## config.mk

```make
export PLATFORM = sky130hd
export DESIGN_NAME = uart_rx
export DESIGN_NICKNAME = d
export VERILOG_FILES = /design/src/rtl/uart_rx.sv
export SDC_FILE = /design/constraint.sdc
export NUM_CORES = 1
export LEC_CHECK = 0
export ABC_AREA = 1
export CORE_MARGIN = 10
export CORE_UTILIZATION = 38
export CTS_BUF_LIST = sky130_fd_sc_hd__clkbuf_8
export CTS_CLUSTER_DIAMETER = 150
export DETAILED_ROUTE_END_ITERATION = 16
export HOLD_SLACK_MARGIN = 0.12
export PLACE_DENSITY = 0.63
export SLEW_MARGIN = 10
export SYNTH_ARGS = -nofsm -noshare
export SYNTH_HDL_FRONTEND = slang
export SYNTH_SLANG_ARGS = --single-unit
```

## constraint.sdc

```tcl
create_clock -name clk_i -period 1.8 [get_ports clk_i]
set_input_delay 0.36 -clock clk_i [delete_from_list [all_inputs] [get_ports clk_i]]
set_output_delay 0.36 -clock clk_i [all_outputs]
set_load 0.02 [all_outputs]
```

## src/rtl/uart_rx.sv

```systemverilog
// 8N1 UART receiver: 2-FF synchronised input, mid-bit sampling, one-entry valid/ready holding register.
// Define UART_RX_PARITY_EN to add an even-parity bit after the data bits and the parity_err_o pulse output.
module uart_rx #(
  parameter int CLK_FREQ   = 50250000,
  parameter int BAUD       = 115200,
  parameter int DATA_WIDTH = 8
) (
  input  logic                  clk_i,
  input  logic                  rst_i,
  input  logic                  rx_i,
  output logic [DATA_WIDTH-1:0] data_o,
  output logic                  data_val_o,
  input  logic                  data_rdy_i,
  output logic                  frame_err_o,
  output logic                  overrun_o
`ifdef UART_RX_PARITY_EN
  ,
  output logic                  parity_err_o
`endif
);

  localparam int CLKS_PER_BIT = CLK_FREQ / BAUD;
  localparam int HALF_BIT     = CLKS_PER_BIT / 2;
  localparam int CNT_W        = (CLKS_PER_BIT > 1) ? $clog2(CLKS_PER_BIT) : 1;
  localparam int IDX_W        = (DATA_WIDTH > 1) ? $clog2(DATA_WIDTH) : 1;
  localparam logic [CNT_W-1:0] BIT_LAST  = CNT_W'(CLKS_PER_BIT - 1);
  localparam logic [CNT_W-1:0] HALF_LAST = CNT_W'(HALF_BIT - 1);
  localparam logic [IDX_W-1:0] IDX_LAST  = IDX_W'(DATA_WIDTH - 1);

`ifdef UART_RX_PARITY_EN
  typedef enum logic [2:0] {IDLE, START, DATA, PARITY, STOP} state_t;
`else
  typedef enum logic [2:0] {IDLE, START, DATA, STOP} state_t;
`endif

  state_t state, next_state;

  logic                  rx_meta, rx_s, rx_prev;
  logic [CNT_W-1:0]      clk_cnt;
  logic [IDX_W-1:0]      bit_idx;
  logic [DATA_WIDTH-1:0] shreg;
  logic                  fall, half_hit, bit_hit, cnt_clear;
  logic                  sample_data, stop_sample, frame_good;
`ifdef UART_RX_PARITY_EN
  logic                  par_bad;
`endif

  // Line synchroniser; rx_prev lets IDLE see only a genuine 1->0 edge, so a held break never retriggers
  always_ff @(posedge clk_i) begin
    if (rst_i) begin
      rx_meta <= 1'b1;
      rx_s    <= 1'b1;
      rx_prev <= 1'b1;
    end else begin
      rx_meta <= rx_i;
      rx_s    <= rx_meta;
      rx_prev <= rx_s;
    end
  end

  assign fall     = rx_prev & ~rx_s;
  assign half_hit = (clk_cnt == HALF_LAST);
  assign bit_hit  = (clk_cnt == BIT_LAST);

  always_ff @(posedge clk_i) begin
    if (rst_i) state <= IDLE;
    else       state <= next_state;
  end

  always_comb begin
    next_state  = state;
    cnt_clear   = 1'b0;
    sample_data = 1'b0;
    stop_sample = 1'b0;
    case (state)
      IDLE: begin
        cnt_clear = 1'b1;
        if (fall) next_state = START;
      end
      START: begin
        if (half_hit) begin
          cnt_clear  = 1'b1;
          next_state = rx_s ? IDLE : DATA;
        end
      end
      DATA: begin
        if (bit_hit) begin
          cnt_clear   = 1'b1;
          sample_data = 1'b1;
`ifdef UART_RX_PARITY_EN
          if (bit_idx == IDX_LAST) next_state = PARITY;
`else
          if (bit_idx == IDX_LAST) next_state = STOP;
`endif
        end
      end
`ifdef UART_RX_PARITY_EN
      PARITY: begin
        if (bit_hit) begin
          cnt_clear  = 1'b1;
          next_state = STOP;
        end
      end
`endif
      STOP: begin
        if (bit_hit) begin
          cnt_clear   = 1'b1;
          stop_sample = 1'b1;
          next_state  = IDLE;
        end
      end
      default: begin
        cnt_clear  = 1'b1;
        next_state = IDLE;
      end
    endcase
  end

`ifdef UART_RX_PARITY_EN
  assign frame_good = rx_s & ~par_bad;
`else
  assign frame_good = rx_s;
`endif

  // Datapath: bit timing, shift register, holding register and the one-cycle status pulses
  always_ff @(posedge clk_i) begin
    if (rst_i) begin
      clk_cnt     <= '0;
      bit_idx     <= '0;
      shreg       <= '0;
      data_o      <= '0;
      data_val_o  <= 1'b0;
      frame_err_o <= 1'b0;
      overrun_o   <= 1'b0;
`ifdef UART_RX_PARITY_EN
      par_bad      <= 1'b0;
      parity_err_o <= 1'b0;
`endif
    end else begin
      frame_err_o <= 1'b0;
      overrun_o   <= 1'b0;
`ifdef UART_RX_PARITY_EN
      parity_err_o <= 1'b0;
      if (state == PARITY && bit_hit) par_bad <= rx_s ^ (^shreg);
`endif
      clk_cnt <= cnt_clear ? '0 : clk_cnt + 1'b1;
      if (state == START) bit_idx <= '0;
      if (sample_data) begin
        shreg[bit_idx] <= rx_s;
        bit_idx        <= bit_idx + 1'b1;
      end
      if (data_val_o && data_rdy_i) data_val_o <= 1'b0;
      // A word may load into a full holding register only when the old word leaves this same cycle
      if (stop_sample) begin
        frame_err_o <= ~rx_s;
`ifdef UART_RX_PARITY_EN
        parity_err_o <= par_bad;
`endif
        if (frame_good) begin
          if (!data_val_o || data_rdy_i) begin
            data_o     <= shreg;
            data_val_o <= 1'b1;
          end else begin
            overrun_o <= 1'b1;
          end
        end
      end
    end
  end

endmodule

```

======== Yosys cells after proc, flatten, opt, wreduce, memory -nomap -nowiden ========
Index checks and enable logic that the tools add are counted.
storage, ports and cells
  output and inout bits ................... 11
  register bits after elaboration ......... 37
  bits of input ports ..................... 4
  word-level logic and storage cells ...... 63
cells by class
  bitwise operators ....................... 3
  magnitude comparators ................... 2
  add/sub/neg operators ................... 2
  multiplexer cells ....................... 22
  reductions and logical operators ........ 12
  equality and inequality tests ........... 11
operators by type and width
  cell                                                                                  count
  3-bit two-way mux                                                                     7
  3-bit case mux with 4 select lines                                                    1
  1-bit two-way mux                                                                     10
  2-bit inequality test (second input constant)                                         5
  9-bit by 1-bit adder with 9-bit output (second input constant)                        1
  9-bit by 8-bit equality test with 1-bit output (second input constant)                1
  9-bit equality test (second input constant)                                           1
  8-bit bitwise mux                                                                     1
  3-bit by 2-bit equality test with 1-bit output (second input constant)                2
  2-bit OR reduction                                                                    3
  5-bit AND reduction                                                                   1
  3-bit by 4-bit less-than comparator with 1-bit output (second input constant)         1
  3-bit by 1-bit adder with 3-bit output (second input constant)                        1
  1-bit demux with 3-bit select                                                         1
  3-bit by 1-bit equality test with 1-bit output (second input constant)                1
  3-bit equality test (second input constant)                                           1
  3-bit by 1-bit greater-or-equal comparator with 1-bit output (second input constant)  1
  3-bit logical NOT                                                                     1
  3-bit AND reduction                                                                   1
  3-bit OR reduction                                                                    1
  1-bit logical AND                                                                     2
  2-bit two-way mux                                                                     1
  1-bit NOT                                                                             2
  1-bit case mux with 2 select lines                                                    1
  4 further kinds                                                                       4

======== Depth between registers and ports, before layout ========
  depth after elaboration ................. 5
  mapped depth ............................ 10

======== Worst setup path after synthesis ========
No wires, ideal clock.
  kind .................................... reg-to-reg
  start point ............................. reg clk_cnt[0]
  end point ............................... reg data_o[0]
  setup time .............................. 0.132 ns
  data required time ...................... 1.668 ns
  setup slack ............................. 0.405 ns
  arrival ................................. 1.263 ns
  cell stages (with the launch flop) ...... 9
  period minus slack after synthesis ...... 1.395 ns
  cell sequence ........................... dfxtp_1 -> ha_1 -> nand2_2 -> nor2_4 -> nand2_4 -> nor2_8 -> nand3_2 -> nand2_1 -> a21oi_1
between the ends
  word-level cells in the longest chain between the ends .. 4
ends and longest elaborated chain
  element                        line  source
  start, declared                39    logic [CNT_W-1:0] clk_cnt;
  start signal, assigned         146   clk_cnt <= cnt_clear ? '0 : clk_cnt + 1'b1;
  9-bit equality test            63    assign bit_hit = (clk_cnt == BIT_LAST);
  1-bit two-way mux              106   if (bit_hit) begin
  1-bit two-way mux              75    case (state)
  3-bit AND reduction (no line)  -
  end signal, assigned           161   data_o <= shreg;
  end, declared                  11    output logic [DATA_WIDTH-1:0] data_o,
No other way between the ends.
A chain may end at the register's enable or synchronous reset.

======== Worst setup path in the final report ========
  start point ............................. reg data_o[5]
  end point ............................... out data_o[5]
No word-level cell between the ends.

==> impl_metrics.tcl <==
set metrics [dict create \
    setup_ws_ps 204 \
    synth.top_cell.area_share_pct 44.0 \
    synthFlopType "dfxtp_1" \
    fin_crit_ps 1600 \
    cap_violations 0 \
    place_ws_ps 147 \
    crit_fanout 2 \
    dp_hpwl_microns 2310 \
    timing.fmax_mhz 627 \
    cp_cell_sequence "clkdlybuf4s50_1" \
    rows 23 \
    setup_viol 0 \
    whs_ps 415 \
    track_usage_pct 9.88 \
    htreeDepth 2 \
    crit_arrival_ps 1240 \
    num-nets-final 238 \
    detail_route.wl_per_cell_microns 11.6 \
    routed_wirelength_microns 3270 \
    start_util_pct 40.0 \
    async_reset_ff_share_pct 0 \
    hold_path.class "register to register" \
    drv_slew 0 \
    ctsHoldBuffers 0 \
    postLayoutCoreUtil_pct 47.2 \
    firstDrtPassIters 4 \
    port_buffers 14 \
    cts.sinks 36 \
    clock_latency_ps 290 \
    clockBufferDepth 2 \
    antenna_found_initial 0 \
    path_buf_inv 1 \
    power_density_nw_per_um2 893 \
    cts_buffers 5 \
    die_y_microns 85.6 \
    crit_family "buffers and inverters" \
    overflow 0 \
    syn_nets 220 \
    synthCells 212 \
    die_area_sq_um 7330 \
    ios 15 \
    yosys.area.top_type "dfxtp_1" \
    cp_data_required_time_ps 1440 \
    cts_resized 0 \
    syn_area_sq_um 1640 \
    core_sq_um 4090 \
    tightest_slew_ps 307 \
    worstSetupPathType "register to output pin" \
    clk_pin_slew_ps 70 \
    cp-end-kind "output pin" \
    synth.distinct_cells 25 \
    dr.first_iter.drc_count 127 \
    routed_via_density 4.91 \
    outcome "finished, final reports clean" \
    ant_nets 0 \
    finalCritPeriodShare_pct 88.7 \
    max-slew-margin-rel_pct 79.4 \
    fp.dieW_microns 85.6 \
    yosysWarnings 0 \
    first_global_vias 1356 \
    ir_drop_v 0.000421 \
    synth-seq-cells 36 \
    p_leak_nw 0.721 \
    rsz0062_at_grt "no" \
    grt_start_max_net_pins 21 \
    remaining_drc_errors 0 \
    synth.area.top_cells "dfxtp_1 44%, nand2_1 9.9%, nand4_1 7.3%" \
    finalSetupTns_ps 0 \
    cts_setup_buffers 0 \
    cp_slowest_stage_delay_ps 610 \
    fin_skew_ps 4.39 \
    place_congestion 0.844 \
    synth_edf_count 0 \
    synth_area_per_cell_sq_um 7.72 \
    num_vias 1381 \
    syn2layout_area_growth_pct 17.8 \
    synthTopCellsByCount "43 x nand2_1, 36 x dfxtp_1, 22 x a21oi_1" \
    slowest_stage "clkdlybuf4s50_1" \
    grt_pass1_wl_microns 5920 \
    report.final.hold_viol_count 0 \
    ys_seq_area_share_pct 44.0 \
    synth.most_common_cell "nand2_1" \
    antenna_cells 0 \
    worst_setup_path_start_kind "register" \
    cts_tree "built" \
    root_buffer "clkbuf_8" \
    layout-drive-gt1-share_pct 10.8 \
]
[state kept, by name (all words and copies together), names as in the netlist]
name / cells
rx_meta: 1
rx_prev: 1
shreg: 8
bit_idx: 3
frame_good: 1
data_o: 8
frame_err_o: 1
overrun_o: 1
clk_cnt: 9
data_val_o: 1
state: 2
[path summary, 6_finish.rpt]
check | start | end | slack [ps] | cells after the start
setup / recovery | data_o[5] | data_o[5] | 200 | 1
hold / removal | rx_meta | frame_good | 420 | 1
setup reg to reg | clk_cnt[0] | bit_idx[1] | 250 | 8
hold reg to reg | rx_meta | frame_good | 420 | 1
[layer usage]
layer | up-vias | global-route usage [%] | routed length, microns
met4 | 0 | 5.99 | 98
met3 | 7 | 4.07 | 197
met5 | - | 0 | 0
met1 | 602 | 11.0 | 1510
met2 | 30 | 15.4 | 1460
li1 | 742 | - | -
[worst register-to-register path, stage by stage, from the launching register on]
cell     delay [ps]
dfxtp_1         400
ha_1            220
nand2_2          80
nor2_4          130
nand2_4         120
nor2_4          250
inv_1           110
nand3_1          80
a21oi_1          60
[cells in the final DEF (no fill, tap or decap), drive strengths merged]
master,count
xor2,4
dfxtp,36
ha,4
inv,22
or2,2
a21boi,1
nor2,24
nand3,18
o31ai,1
a21oi,22
clkdlybuf4s50,14
clkinv,1
buf,5
nor3,3
nand2,48
clkbuf,6
o21ai,1
nand4,19
[metrics by stage]
stage / instance area (sq um) / power, mW / std cells
2_1_floorplan: 1640 / 1.10 / 212
3_3_place_gp: 1820 / 1.16 / 272
3_5_place_dp: 1820 / 1.16 / 272
4_1_cts: 1910 / 1.73 / 280
5_1_grt: 1930 / 1.83 / 281
6_report: 1930 / 1.72 / 281
[report_power, final]
part	switching [mW]	total, mW	internal, mW
Sequential	0.0395	0.870	0.831
Combinational	0.184	0.279	0.0942
Clock	0.272	0.572	0.300
Total	0.496	1.72	1.23
[cell type report]
| class | instances | area (sq um) |
|---|---|---|
| clock buffer | 6 | 82.6 |
| clock inverter | 2 | 7.51 |
| fill | 433 | 2160 |
| inverter | 21 | 78.8 |
| multi-input combinational | 147 | 798 |
| sequential | 36 | 721 |
| tap | 50 | 62.6 |
| timing repair buffer | 19 | 178 |
[logic make-up (layout without fill, tap and decap cells)]
family                   count (synthesis)  after routing  synth area share [%]
AND/OR/NAND/NOR                        113            114                  34.5
AO/OA/AOI/OAI                           25             25                  7.95
XOR/XNOR                                 4              4                  2.14
flip-flops                              36             36                  44.0
adder cells (fa/ha/maj)                  4              4                  3.06
buffers and inverters                   30             48                  8.33
(Power assumes the default switching activity.)
